$ cat config.mk
export PLATFORM = sky130hd
export DESIGN_NAME = div_arbiter
export DESIGN_NICKNAME = d
export VERILOG_FILES = /design/src/rtl/div_pkg.sv /design/src/rtl/rr_pick.sv /design/src/rtl/div_arbiter.sv
export SDC_FILE = /design/constraint.sdc
export NUM_CORES = 1
export LEC_CHECK = 0
export BUFFER_PORTS_ARGS = -buffer_cell sky130_fd_sc_hd__buf_2
export CORE_MARGIN = 10
export CORE_UTILIZATION = 49
export DETAILED_ROUTE_END_ITERATION = 12
export GPL_ROUTABILITY_DRIVEN = 0
export HOLD_SLACK_MARGIN = 0.02
export MAX_ROUTING_LAYER = met4
export PLACE_DENSITY = 0.79
export SKIP_CTS_REPAIR_TIMING = 1
export SLEW_MARGIN = 20
export SYNTH_ARGS = -nofsm -noshare
export SYNTH_HDL_FRONTEND = slang
export SYNTH_SLANG_ARGS = --single-unit
export TNS_END_PERCENT = 10
$ cat constraint.sdc
create_clock -name clk -period 4.05 [get_ports clk]
set_input_delay 0.2025 -clock clk [delete_from_list [all_inputs] [get_ports clk]]
set_output_delay 0.2025 -clock clk [all_outputs]
set_load 0.03 [all_outputs]
$ cat src/rtl/div_pkg.sv
`default_nettype none
// +--------------------------------------------------------------------------+
// | Package : div_pkg                                                        |
// | Shared types and defaults for the divider arbiter.                       |
// | Rev     : 1.0  initial release                                           |
// +--------------------------------------------------------------------------+
package div_pkg;

    localparam int DIV_N_DEFAULT       = 16;
    localparam int DIV_TIMEOUT_DEFAULT = 1024;

    typedef enum logic [1:0] {
        S_IDLE  = 2'd0,
        S_ISSUE = 2'd1,
        S_WAIT  = 2'd2,
        S_RESP  = 2'd3
    } div_state_t;

endpackage : div_pkg
`default_nettype wire

$ cat src/rtl/rr_pick.sv
`default_nettype none
// +--------------------------------------------------------------------------+
// | Module : rr_pick                                                         |
// | Combinational round-robin picker: first set request at or above ptr_i,   |
// | wrapping past NREQ-1. Returns one-hot grant and its index.               |
// | Rev    : 1.0  initial release                                            |
// +--------------------------------------------------------------------------+
module rr_pick #(
    parameter int NREQ = 4,
    parameter int IW   = (NREQ > 1) ? $clog2(NREQ) : 1
) (
    input  logic [NREQ-1:0] req_i,
    input  logic [IW-1:0]   ptr_i,
    output logic [NREQ-1:0] gnt_o,
    output logic [IW-1:0]   idx_o
);
    localparam int c_sum_w = IW + 1;

    logic [c_sum_w-1:0] w_sum;
    logic [IW-1:0]      w_k;
    logic               w_found;

    always_comb begin
        gnt_o   = '0;
        idx_o   = '0;
        w_found = 1'b0;
        w_sum   = '0;
        w_k     = '0;
        for (int i = 0; i < NREQ; i++) begin
            // Wrap explicitly so non-power-of-two NREQ works.
            w_sum = {1'b0, ptr_i} + c_sum_w'(i);
            if (w_sum >= c_sum_w'(NREQ)) begin
                w_sum = w_sum - c_sum_w'(NREQ);
            end
            w_k = w_sum[IW-1:0];
            if (!w_found && req_i[w_k]) begin
                w_found    = 1'b1;
                gnt_o[w_k] = 1'b1;
                idx_o      = w_k;
            end
        end
    end

endmodule : rr_pick
`default_nettype wire

$ cat src/rtl/div_arbiter.sv
`default_nettype none
// +--------------------------------------------------------------------------+
// | Module : div_arbiter                                                     |
// | Round-robin sharing of one iterative divider among NREQ requesters.      |
// | Optional watchdog: define DIV_TIMEOUT_EN (adds timeout_o).               |
// | Rev    : 1.0  initial release                                            |
// +--------------------------------------------------------------------------+
module div_arbiter
    import div_pkg::*;
#(
    parameter int N       = DIV_N_DEFAULT,
    parameter int NREQ    = 4,
    parameter int TIMEOUT = DIV_TIMEOUT_DEFAULT
) (
    input  logic              clk,
    input  logic              rstn,
    input  logic [NREQ-1:0]   req_i,
    input  logic [NREQ*N-1:0] dividend_i,
    input  logic [NREQ*N-1:0] divisor_i,
    output logic [NREQ-1:0]   grant_o,
    output logic [NREQ-1:0]   rsp_valid_o,
    output logic [N-1:0]      q_o,
    output logic              exc_o,
    output logic              busy_o,
    output logic              div_req_o,
    output logic [N-1:0]      div_dividend_o,
    output logic [N-1:0]      div_divisor_o,
    input  logic              div_ready_i,
    input  logic [N-1:0]      div_q_i
`ifdef DIV_TIMEOUT_EN
    ,
    output logic              timeout_o
`endif
);
    localparam int c_idx_w = (NREQ > 1) ? $clog2(NREQ) : 1;

    div_state_t          r_state;
    div_state_t          w_state_nxt;
    logic [c_idx_w-1:0]  r_rr_ptr;
    logic [c_idx_w-1:0]  r_owner;
    logic [NREQ-1:0]     r_owner_oh;
    logic [c_idx_w-1:0]  w_pick_idx;
    logic [NREQ-1:0]     w_pick_gnt;
    logic [N-1:0]        r_dividend;
    logic [N-1:0]        r_divisor;
    logic [N-1:0]        r_q;
    logic                r_exc;
    logic                w_take;
    logic                w_div_zero;

`ifdef DIV_TIMEOUT_EN
    localparam int c_cnt_w = $clog2(TIMEOUT + 1);

    logic [c_cnt_w-1:0]  r_cnt;
    logic                r_timeout;
    logic                w_expire;

    assign w_expire  = (r_cnt == c_cnt_w'(TIMEOUT - 1));
    assign timeout_o = r_timeout;
`endif

    rr_pick #(
        .NREQ (NREQ),
        .IW   (c_idx_w)
    ) u_rr_pick (
        .req_i (req_i),
        .ptr_i (r_rr_ptr),
        .gnt_o (w_pick_gnt),
        .idx_o (w_pick_idx)
    );

    // A lingering ready from the previous op must drain before a new grant.
    assign w_take     = (|req_i) && !div_ready_i;
    assign w_div_zero = (r_divisor == '0);

    always_ff @(posedge clk or negedge rstn) begin
        if (!rstn) begin
            r_state <= S_IDLE;
        end else begin
            r_state <= w_state_nxt;
        end
    end

    always_comb begin
        w_state_nxt = r_state;
        case (r_state)
            S_IDLE:  if (w_take) w_state_nxt = S_ISSUE;
            S_ISSUE: w_state_nxt = S_WAIT;
            S_WAIT: begin
                if (div_ready_i) begin
                    w_state_nxt = S_RESP;
                end
`ifdef DIV_TIMEOUT_EN
                else if (w_expire) begin
                    w_state_nxt = S_RESP;
                end
`endif
            end
            S_RESP:  w_state_nxt = S_IDLE;
            default: w_state_nxt = S_IDLE;
        endcase
    end

    always_comb begin
        grant_o     = '0;
        rsp_valid_o = '0;
        div_req_o   = 1'b0;
        busy_o      = (r_state != S_IDLE);
        case (r_state)
            S_ISSUE: begin
                grant_o   = r_owner_oh;
                div_req_o = 1'b1;
            end
            S_RESP:  rsp_valid_o = r_owner_oh;
            default: ;
        endcase
    end

    always_ff @(posedge clk or negedge rstn) begin
        if (!rstn) begin
            r_rr_ptr   <= '0;
            r_owner    <= '0;
            r_owner_oh <= '0;
            r_dividend <= '0;
            r_divisor  <= '0;
            r_q        <= '0;
            r_exc      <= 1'b0;
`ifdef DIV_TIMEOUT_EN
            r_cnt      <= '0;
            r_timeout  <= 1'b0;
`endif
        end else begin
            case (r_state)
                S_IDLE: begin
                    if (w_take) begin
                        r_owner    <= w_pick_idx;
                        r_owner_oh <= w_pick_gnt;
                        r_dividend <= dividend_i[w_pick_idx*N +: N];
                        r_divisor  <= divisor_i[w_pick_idx*N +: N];
                    end
                end
                S_ISSUE: begin
`ifdef DIV_TIMEOUT_EN
                    r_cnt <= '0;
`endif
                end
                S_WAIT: begin
                    // Zero divisor is flagged locally; the divider's quotient is discarded.
                    if (div_ready_i) begin
                        r_q   <= w_div_zero ? '0 : div_q_i;
                        r_exc <= w_div_zero;
                    end
`ifdef DIV_TIMEOUT_EN
                    else if (w_expire) begin
                        r_q       <= '1;
                        r_exc     <= 1'b1;
                        r_timeout <= 1'b1;
                    end else begin
                        r_cnt <= r_cnt + 1'b1;
                    end
`endif
                end
                S_RESP: begin
                    r_rr_ptr <= (r_owner == c_idx_w'(NREQ - 1)) ? '0 : r_owner + 1'b1;
                end
                default: ;
            endcase
        end
    end

    assign q_o            = r_q;
    assign exc_o          = r_exc;
    assign div_dividend_o = r_dividend;
    assign div_divisor_o  = r_divisor;

endmodule : div_arbiter
`default_nettype wire

Word level (Yosys, flattened, before mapping)
Cells that the tools add are included.
{"block": "word_totals", "regBits": 59, "input_bits": 151, "output_inout_bits": 59, "elab_cells": 97}
{"block": "op_classes", "addsub": 8, "n_lt_le_gt_ge": 12, "eq_ne": 6, "shifts": 2, "n_mux": 39, "bitwise": 3, "n_reduce_logical": 19}
{"operator": "$shiftx A64 B7 Y16", "count": 2}
{"operator": "$mux W4", "count": 6}
{"operator": "$mux W2", "count": 11}
{"operator": "$logic_not A16 Y1", "count": 1}
{"operator": "$mux W16", "count": 1}
{"operator": "$lt A2 B3 Y1 const B", "count": 4}
{"operator": "$mux W1", "count": 12}
{"operator": "$or A4 B4 Y4", "count": 3}
{"operator": "$ge A3 B3 Y1 const B", "count": 3}
{"operator": "$bmux W1 S2", "count": 4}
{"operator": "$demux W1 S2", "count": 4}
{"operator": "$ge A2 B1 Y1 const B", "count": 4}
{"operator": "$logic_and A1 B1 Y1", "count": 8}
{"operator": "$pmux W2 S4", "count": 1}
{"operator": "$sub A2 B1 Y2 const B", "count": 4}
{"operator": "$add A2 B2 Y3 const B", "count": 2}
{"operator": "$eq A2 B2 Y1 const B", "count": 3}
{"operator": "$reduce_and A2 Y1", "count": 3}
{"operator": "$logic_not A1 Y1", "count": 4}
{"operator": "$ne A2 B2 Y1 const B", "count": 2}
{"operator": "$reduce_or A4 Y1", "count": 1}
{"operator": "$add A2 B1 Y3 const B", "count": 1}
{"operator": "$ge A2 B3 Y1 const B", "count": 1}
{"operator": "$add A2 B1 Y2 const B", "count": 1}
{"operator": "3 further kinds", "count": 3}

Longest topological paths before layout
Gate-level depths: netlist of the first run.
{"block": "logic_depth", "ltp_word": 15, "mapped_depth": 13, "mapped_depth_nobuf": 8}

Cells and area by module
A second synthesis of the first run with hierarchy kept.
{"block": "hier_totals", "hier_cells": 258, "hier_area_um2": 3781.1}
{"module": "div_arbiter", "n_inst": 1, "cells_per_inst": 193, "area_per_inst_um2": 3291.9, "seq_area_each_um2": 1476.4}
{"module": "rr_pick", "n_inst": 1, "cells_per_inst": 65, "area_per_inst_um2": 489.2, "seq_area_each_um2": 0.0}

Least setup slack after synthesis of the first run
Ideal clock, no wire load.
{"block": "synth_path", "path_kind": "reg2reg", "start": "register r_rr_ptr[0]", "end": "register r_dividend[10] (netlist: div_dividend_o[10])", "setup_time_ns": 0.124, "arrival_time_ns": 2.900, "required_time_ns": 3.926, "path_slack_ns": 1.026, "stages_incl_launch_ff": 14, "n_path_buf": 5, "period_less_slack_ns": 3.024, "cell_sequence": "dfrtp_1 -> buf_6 -> buf_2 -> inv_1 -> clkbuf_1 -> ha_1 -> mux4_2 -> nor2b_4 -> o21a_1 -> buf_6 -> buf_6 -> a221oi_2 -> a31oi_1 -> a211o_1"}
{"block": "synth_between", "elab_chain_len": 15, "word_cells_on_any_way": 37, "cone_classes": "add/sub: 7; order compare: 4; shift: 1; mux: 19; reduce/logical: 6"}
{"element": "from (decl)", "line": "div_arbiter.sv:39", "rtl": "logic [c_idx_w-1:0] r_rr_ptr;"}
{"element": "from (signal assigned)", "line": "div_arbiter.sv:164", "rtl": "r_rr_ptr <= (r_owner == c_idx_w'(NREQ - 1)) ? '0 : r_owner + 1'b1;"}
{"element": "branches (longest 13 deep; another with $add A2 B1 Y3)"}
{"element": "$mux W2 (*)", "line": "rr_pick.sv:36", "rtl": "if (!w_found && req_i[w_k]) begin"}
{"element": "$shiftx A64 B7 Y16 (*)", "line": "div_arbiter.sv:138", "rtl": "r_dividend <= dividend_i[w_pick_idx*N +: N];"}
{"element": "to (signal assigned)", "line": "div_arbiter.sv:138"}
{"element": "to (decl)", "line": "div_arbiter.sv:44", "rtl": "logic [N-1:0] r_dividend;"}
Every way passes the cells marked *. The select of a mux whose other input is x is not followed.
A chain may end at the register's enable or synchronous reset.

Worst setup path in the final report of the first run
{"block": "layout_path", "start": "register r_rr_ptr[0]", "end": "register r_dividend[5] (netlist: div_dividend_o[5])"}
The elaborated chain is that of the path after synthesis.

==> results of run 1 <==
==> worst max-delay path, stage by stage (launching register included) <==
cell,delay (ns)
dfrtp_4,0.62
mux2_2,0.32
mux2i_4,0.07
nor2_1,0.71
or2_1,0.73
buf_4,0.36
a221oi_1,0.13
a211o_1,0.27
==> per-stage QoR <==
step / instance area [sq um] / power (mW) / hold WS (ns) / std cells
after floorplan: 4970 / 3.83 / -0.0931 / 617
after global placement: 6050 / 4.73 / 0.399 / 911
after detailed placement: 6050 / 4.85 / 0.419 / 911
after CTS: 6270 / 5.50 / 0.0279 / 927
after global routing: 6270 / 5.90 / 0.0588 / 927
final: 6270 / 5.57 / 0.0180 / 927
==> state kept, by name (all words and copies together) (netlist names) <==
register        count
div_dividend_o     16
div_divisor_o      16
exc_o               1
q_o                16
r_owner             2
r_owner_oh          4
r_rr_ptr            2
r_state             2
==> worst max-delay path by stage <==
stage,startpoint,to,depth (start not counted)
after floorplan,r_rr_ptr[0],div_dividend_o[10],13
after global placement,r_rr_ptr[0],div_dividend_o[1],9
after detailed placement,r_rr_ptr[0],div_dividend_o[5],7
after CTS,r_rr_ptr[0],div_dividend_o[5],7
after global routing,r_rr_ptr[1],div_dividend_o[5],8
final,r_rr_ptr[0],div_dividend_o[5],7
==> metal layers <==
metal,GRT usage [%],routed length [microns]
met1,30.3,7390
met2,44.5,9820
met3,5.82,2100
met4,10.6,526
met5,-,0
==> power breakdown <==
part           total, mW  internal [mW]  switching, mW
Sequential          1.14          0.882          0.257
Clock              0.644          0.380          0.264
Combinational       3.79           1.28           2.51
Total               5.57           2.54           3.03
==> cells in the mapped netlist (4+ instances only) <==
library cell	n	share of area (%)
inv_1	27	2.0
and2_1	9	1.1
a22o_1	16	2.8
a221oi_1	24	4.2
clkbuf_1	39	2.9
nor3_1	12	1.2
a21oi_1	26	2.6
nor4_1	5	0.63
dfrtp_1	59	30
buf_2	17	1.7
a31oi_1	46	5.8
a211o_1	20	3.5
a41o_1	11	2.2
a22oi_1	12	1.8
nand2_1	51	3.9
nand2b_1	13	1.6
a221oi_2	18	5.4
o21ai_0	54	5.4
a221o_1	4	0.81
nand3_1	67	6.7
mux2_2	4	0.91
ha_1	11	2.8
and3_1	20	2.5
nor2_1	25	1.9
buf_6	6	1.4
==> final cells by class <==
type | count | area share [%]
Inverter | 27 | 1.62
Clock inverter | 4 | 1.16
Tap cell | 133 | 2.65
Timing Repair Buffer | 225 | 18.8
Clock buffer | 12 | 2.47
Sequential cell | 59 | 23.6
Multi-Input combinational cell | 467 | 49.7
==> cell families (layout without fill, tap and decap cells) <==
logic type               count (synthesis)  count (layout)  share of synthesized area [%]
AND/OR/NAND/NOR                        208             208                           20.6
adder cells (fa/ha/maj)                 11              11                           2.77
multiplexers                             8               8                           2.47
AO/OA/AOI/OAI                          240             240                           36.2
buffers and inverters                   91             268                           8.21
flip-flops                              59              59                           29.7
==> metrics.md, run 1 <==
| Metric | Value |
|---|---|
| Outcome | `finished clean` |
| Max-slew headroom | `34.1%` |
| R2r startpoint | `r_rr_ptr[0]` |
| Leak | `3.06 nW` |
| Drt pass-1 iters | `6` |
| R2R cell count | `7` |
| Initial antenna violation count | `0` |
| CTS tree | `yes` |
| Final period util | `82.7%` |
| Routed Antenna Nets | `0` |
| CTS Sinks | `59` |
| Worst reg2reg setup slack | `0.70 ns` |
| Syn_nets | `779` |
| Root Driver | `clkbuf_8` |
| Worst-Skew Late Latency | `0.35 ns` |
| Most used DFF post-synth | `dfrtp_1` |
| Core Util, Final | `63.9%` |
| Vias | `6127` |
| Die area | `0.0146 sq mm` |
| Crit Path Max Fanout | `26` |
| Register area | `0.00148 sq mm` |
| Largest net degree at the start of global routing | `84` |
| DP Worst Slack | `0.769 ns` |
| FILL cells | `879` |
| Max IR drop VDD | `0.414 mV` |
| First-pass GRT wire length | `31100 microns` |
| Die H | `121 microns` |
| Worst Max-Slew Pin Slew | `0.982 ns` |
| Cells after Synth | `617` |
| Share of cells above drive strength 1 | `34.8%` |
| Port Buffer Count | `209` |
| Hold Crit Class | `in2async` |
| R2R Path End | `div_dividend_o[5]` |
| EDFF count, synth | `0` |
| PwrDens | `888 mW/mm^2` |
| Post-DP HPWL | `13900 microns` |
| CP Class | `reg2reg` |
| TritonCTS buffer count | `9` |
| Ys Warns | `0` |
| Worst Setup End Kind | `flip-flop` |
| Synth Area per Inst | `8.05 sq um` |
| Async set-reset flop share out of synthesis | `100%` |
| Core Rows | `36` |
| Max_cap viols | `0` |
| Starting DRT DRC Count | `768` |
| H-Tree Depth | `3` |
| Worst path required time | `4.28 ns` |
| Post-layout nets | `951` |
| Initial core utilization | `50.6%` |
| Final slew viol count | `0` |
| Seq/Total Area, Yosys | `29.7%` |
| Netlist Area Pre-Place | `0.00497 sq mm` |
| Area grow syn2layout | `26.3%` |
| Multi-input logic area | `0.00312 sq mm` |
| Number of remaining DRC errors | `0` |
| Core area | `0.00982 sq mm` |
| Min cycle time layout | `3.35 ns` |
| Most common cell after layout, fill and taps aside | `buf_2` |
| Total grt overflow | `0` |
| Max Clock Skew | `0.0117 ns` |
| Antenna Cells | `0` |
| Cell variety after synth | `43` |
| Final hold violations | `0` |
| Worst EP arrival | `3.58 ns` |
| Number of synthesized register bits | `59` |
| DRT Wirelength | `19800 microns` |
| Final Setup Violations | `0` |
| Vias in the first global route | `6246` |
| RSZ-0062 raised after global routing | `false` |
| Fmax | `299 MHz` |
| Via density | `6.61` |
| I/O pin count | `210` |
| CTS Buffer Depth | `2` |
| Clock transition at path regs | `0.08 ns` |
| Commonest non-fill, non-tap cells in the layout | `209 x buf_2, 67 x nand3_1, 58 x dfrtp_1` |
| DIE WIDTH | `121 microns` |
| Setup ws final | `0.701 ns` |
| Type of origin of the critical path | `flip-flop` |
| Fin Setup TNS | `0 ns` |
| Overall Global Routing Usage | `26.6%` |
| Detailed-route wire length per cell | `21.4 microns` |
Note: power is estimated with default switching activity, not from simulation.
==> inputs of run 2 (changes only) <==
clock period = 3.4 ns   (was 4.05 ns; I/O delays follow)
==> run 2 against run 1 <==
Compared with the run above: maximum frequency rose by 9.7%; combinational power rose by 20%; wire length fell by 2.1%; final area rose by 0.36%; critical path depth rose by 2; via count fell by 1.4%; sequential share of layout area fell by 0.084 points; first-iteration DRC count fell by 12%; global-route usage fell by 0.099 points; critical path type unchanged; largest power group unchanged.
==> metrics.md, run 2 (synthesis gave the netlist of run 1 again) <==
| Metric | Value |
|---|---|
| Total grt overflow | `0 (unchanged)` |
| Max incr delay on CP | `0.63 ns (-0.10 ns)` |
| Critical path's slowest cell | `o21a_2` |
| CTS Buffer Depth | `2 (unchanged)` |
| PwrDens | `1030 mW/mm^2 (+16%)` |
| Final hold violations | `0 (unchanged)` |
| Most common cell after layout, fill and taps aside | `buf_2` |
| Fmax | `328 MHz (+9.7%)` |
| Fin Setup TNS | `0 ns (unchanged)` |
| Worst Path Buf+Inv | `2 (+1)` |
| Leak | `3.08 nW (+0.66%)` |
| Outcome | `finished clean` |
| Number of remaining DRC errors | `0 (unchanged)` |
| Vias | `6041 (-1.4%)` |
| Worst path cell trace | `inv_1 -> ha_1 -> mux4_2 -> nor2b_4 -> o21a_2 -> buf_4 -> nand2_1 -> a41o_1 -> a31oi_1` |
| Commonest non-fill, non-tap cells in the layout | `209 x buf_2, 67 x nand3_1, 58 x dfrtp_1` |
| Post-layout nets | `957 (+0.63%)` |
| Port Buffer Count | `209 (unchanged)` |
| Antenna Cells | `0 (unchanged)` |
| Core Rows | `36 (unchanged)` |
| Via density | `6.48 (-1.9%)` |
| CTS tree | `yes` |
| Clock transition at path regs | `0.08 ns (about the same)` |
| Detailed-route wire length per cell | `20.8 microns (-2.6%)` |
| Worst Setup End Kind | `flip-flop` |
| Worst EP arrival | `3.32 ns (-0.26 ns)` |
| Vias in the first global route | `6224 (-0.35%)` |
| CP delay by family, top | `compound AO/OA/AOI/OAI gates` |
| GRT met3 Usage | `4.70% (-1.1 points)` |
| Most Crowded Layer GR | `met2` |
| Final Setup Violations | `0 (unchanged)` |
| Final period util | `89.8% (+7.1 points)` |
| Starting DRT DRC Count | `673 (-12%)` |
| Area grow syn2layout | `26.7%` |
| Min cycle time layout | `3.05 ns (-0.297 ns)` |
| Max-slew headroom | `34.8% (+0.64 points)` |
| Hold depth | `2` |
| Max_cap viols | `0 (unchanged)` |
| Routing usage on met1 | `30.6% (+0.24 points)` |
| Initial core utilization | `50.6% (unchanged)` |
| Hold Crit Class | `in2reg` |
| Grt met2 use | `43.4% (-1.0 points)` |
| CTS Sinks | `59 (unchanged)` |
| CP Class | `reg2reg` |
| Final Power | `6.49 mW (+16%)` |
| Max Clock Skew | `0.0121 ns (+0.000346 ns)` |
| Initial antenna violation count | `0 (unchanged)` |
| Routed Antenna Nets | `0 (unchanged)` |
| Max IR drop VDD | `0.435 mV (+5.3%)` |
| H-Tree Depth | `3 (unchanged)` |
| Worst path required time | `3.67 ns (-0.61 ns)` |
| Worst-Skew Late Latency | `0.34 ns (about the same)` |
| Largest net degree at the start of global routing | `53 (-37%)` |
| Crit Path Max Fanout | `23 (-12%)` |
| Final slew viol count | `0 (unchanged)` |
| Drt pass-1 iters | `6 (unchanged)` |
| Core area | `0.00982 sq mm (unchanged)` |
| Worst Max-Slew Pin Slew | `0.972 ns (-0.00955 ns)` |
| First-pass GRT wire length | `31000 microns (-0.44%)` |
| Overall Global Routing Usage | `26.5% (-0.099 points)` |
| RSZ-0062 raised after global routing | `false` |
| Die H | `121 microns (unchanged)` |
| Crit path depth | `9 (+2)` |
| TritonCTS buffer count | `9 (unchanged)` |
| Share of cells above drive strength 1 | `35.2% (+0.41 points)` |
| Root Driver | `clkbuf_8` |
| DIE WIDTH | `121 microns (unchanged)` |
| I/O pin count | `210 (unchanged)` |
| R2R cell count | `9 (+2)` |
| Post-DP HPWL | `14300 microns (+2.8%)` |
| Die area | `0.0146 sq mm (unchanged)` |
| Type of origin of the critical path | `flip-flop` |
| DRT Wirelength | `19400 microns (-2.1%)` |
[run 2: cell type report]
type,instances,area (sq um)
Sequential cell,59,1480
Inverter,27,101
Timing Repair Buffer,231,1250
Multi-Input combinational cell,467,3120
Fill cell,927,3520
Clock buffer,11,151
Tap cell,133,166
Clock inverter,4,26.3
[run 2: worst register-to-register path, cell delays in order (launching register included)]
cell     delay, ns
dfrtp_1       0.49
inv_1         0.21
ha_1          0.43
mux4_2        0.22
nor2b_4       0.24
o21a_2        0.63
buf_4         0.33
nand2_1       0.09
a41o_1        0.21
a31oi_1       0.13
[run 2: through the flow]
stage	setup slack, ns	instances	util [%]	instance area [sq um]	hold WS [ns]
floorplan	0.376	617	-	4970	-0.126
global placement	0.531	916	62.2	6110	0.349
detailed placement	0.428	916	62.2	6110	0.344
CTS	0.394	931	64.0	6290	-0.0248
global route	0.168	932	64.1	6300	0.0306
finish	0.347	932	64.1	6300	0.0403
[run 2: worst paths after layout]
kind | start | to | slack [ns]
min in group asynchronous | rstn | div_dividend_o[1] | 0.51
worst max-delay path | r_rr_ptr[1] | div_divisor_o[10] | 0.35
worst max register to register | r_rr_ptr[1] | div_divisor_o[10] | 0.35
max in group asynchronous | rstn | div_divisor_o[8] | 2.02
worst min-delay path | div_q_i[4] | q_o[4] | 0.04
worst min register to register | div_dividend_o[1] | div_dividend_o[1] | 0.48
[run 2: metal layers]
metal  vias up  share of wire [%]
met1      2874                 37
met5         -                  0
met2       393                 50
met3        58                9.2
li1       2716                  -
met4         0                3.3
[run 2: power by group]
group | leakage (nW) | internal (mW) | switching, mW
Combinational | 2.27 | 1.59 | 2.97
Clock | 0.0912 | 0.299 | 0.300
Sequential | 0.713 | 1.05 | 0.280
Total | 3.08 | 2.94 | 3.55
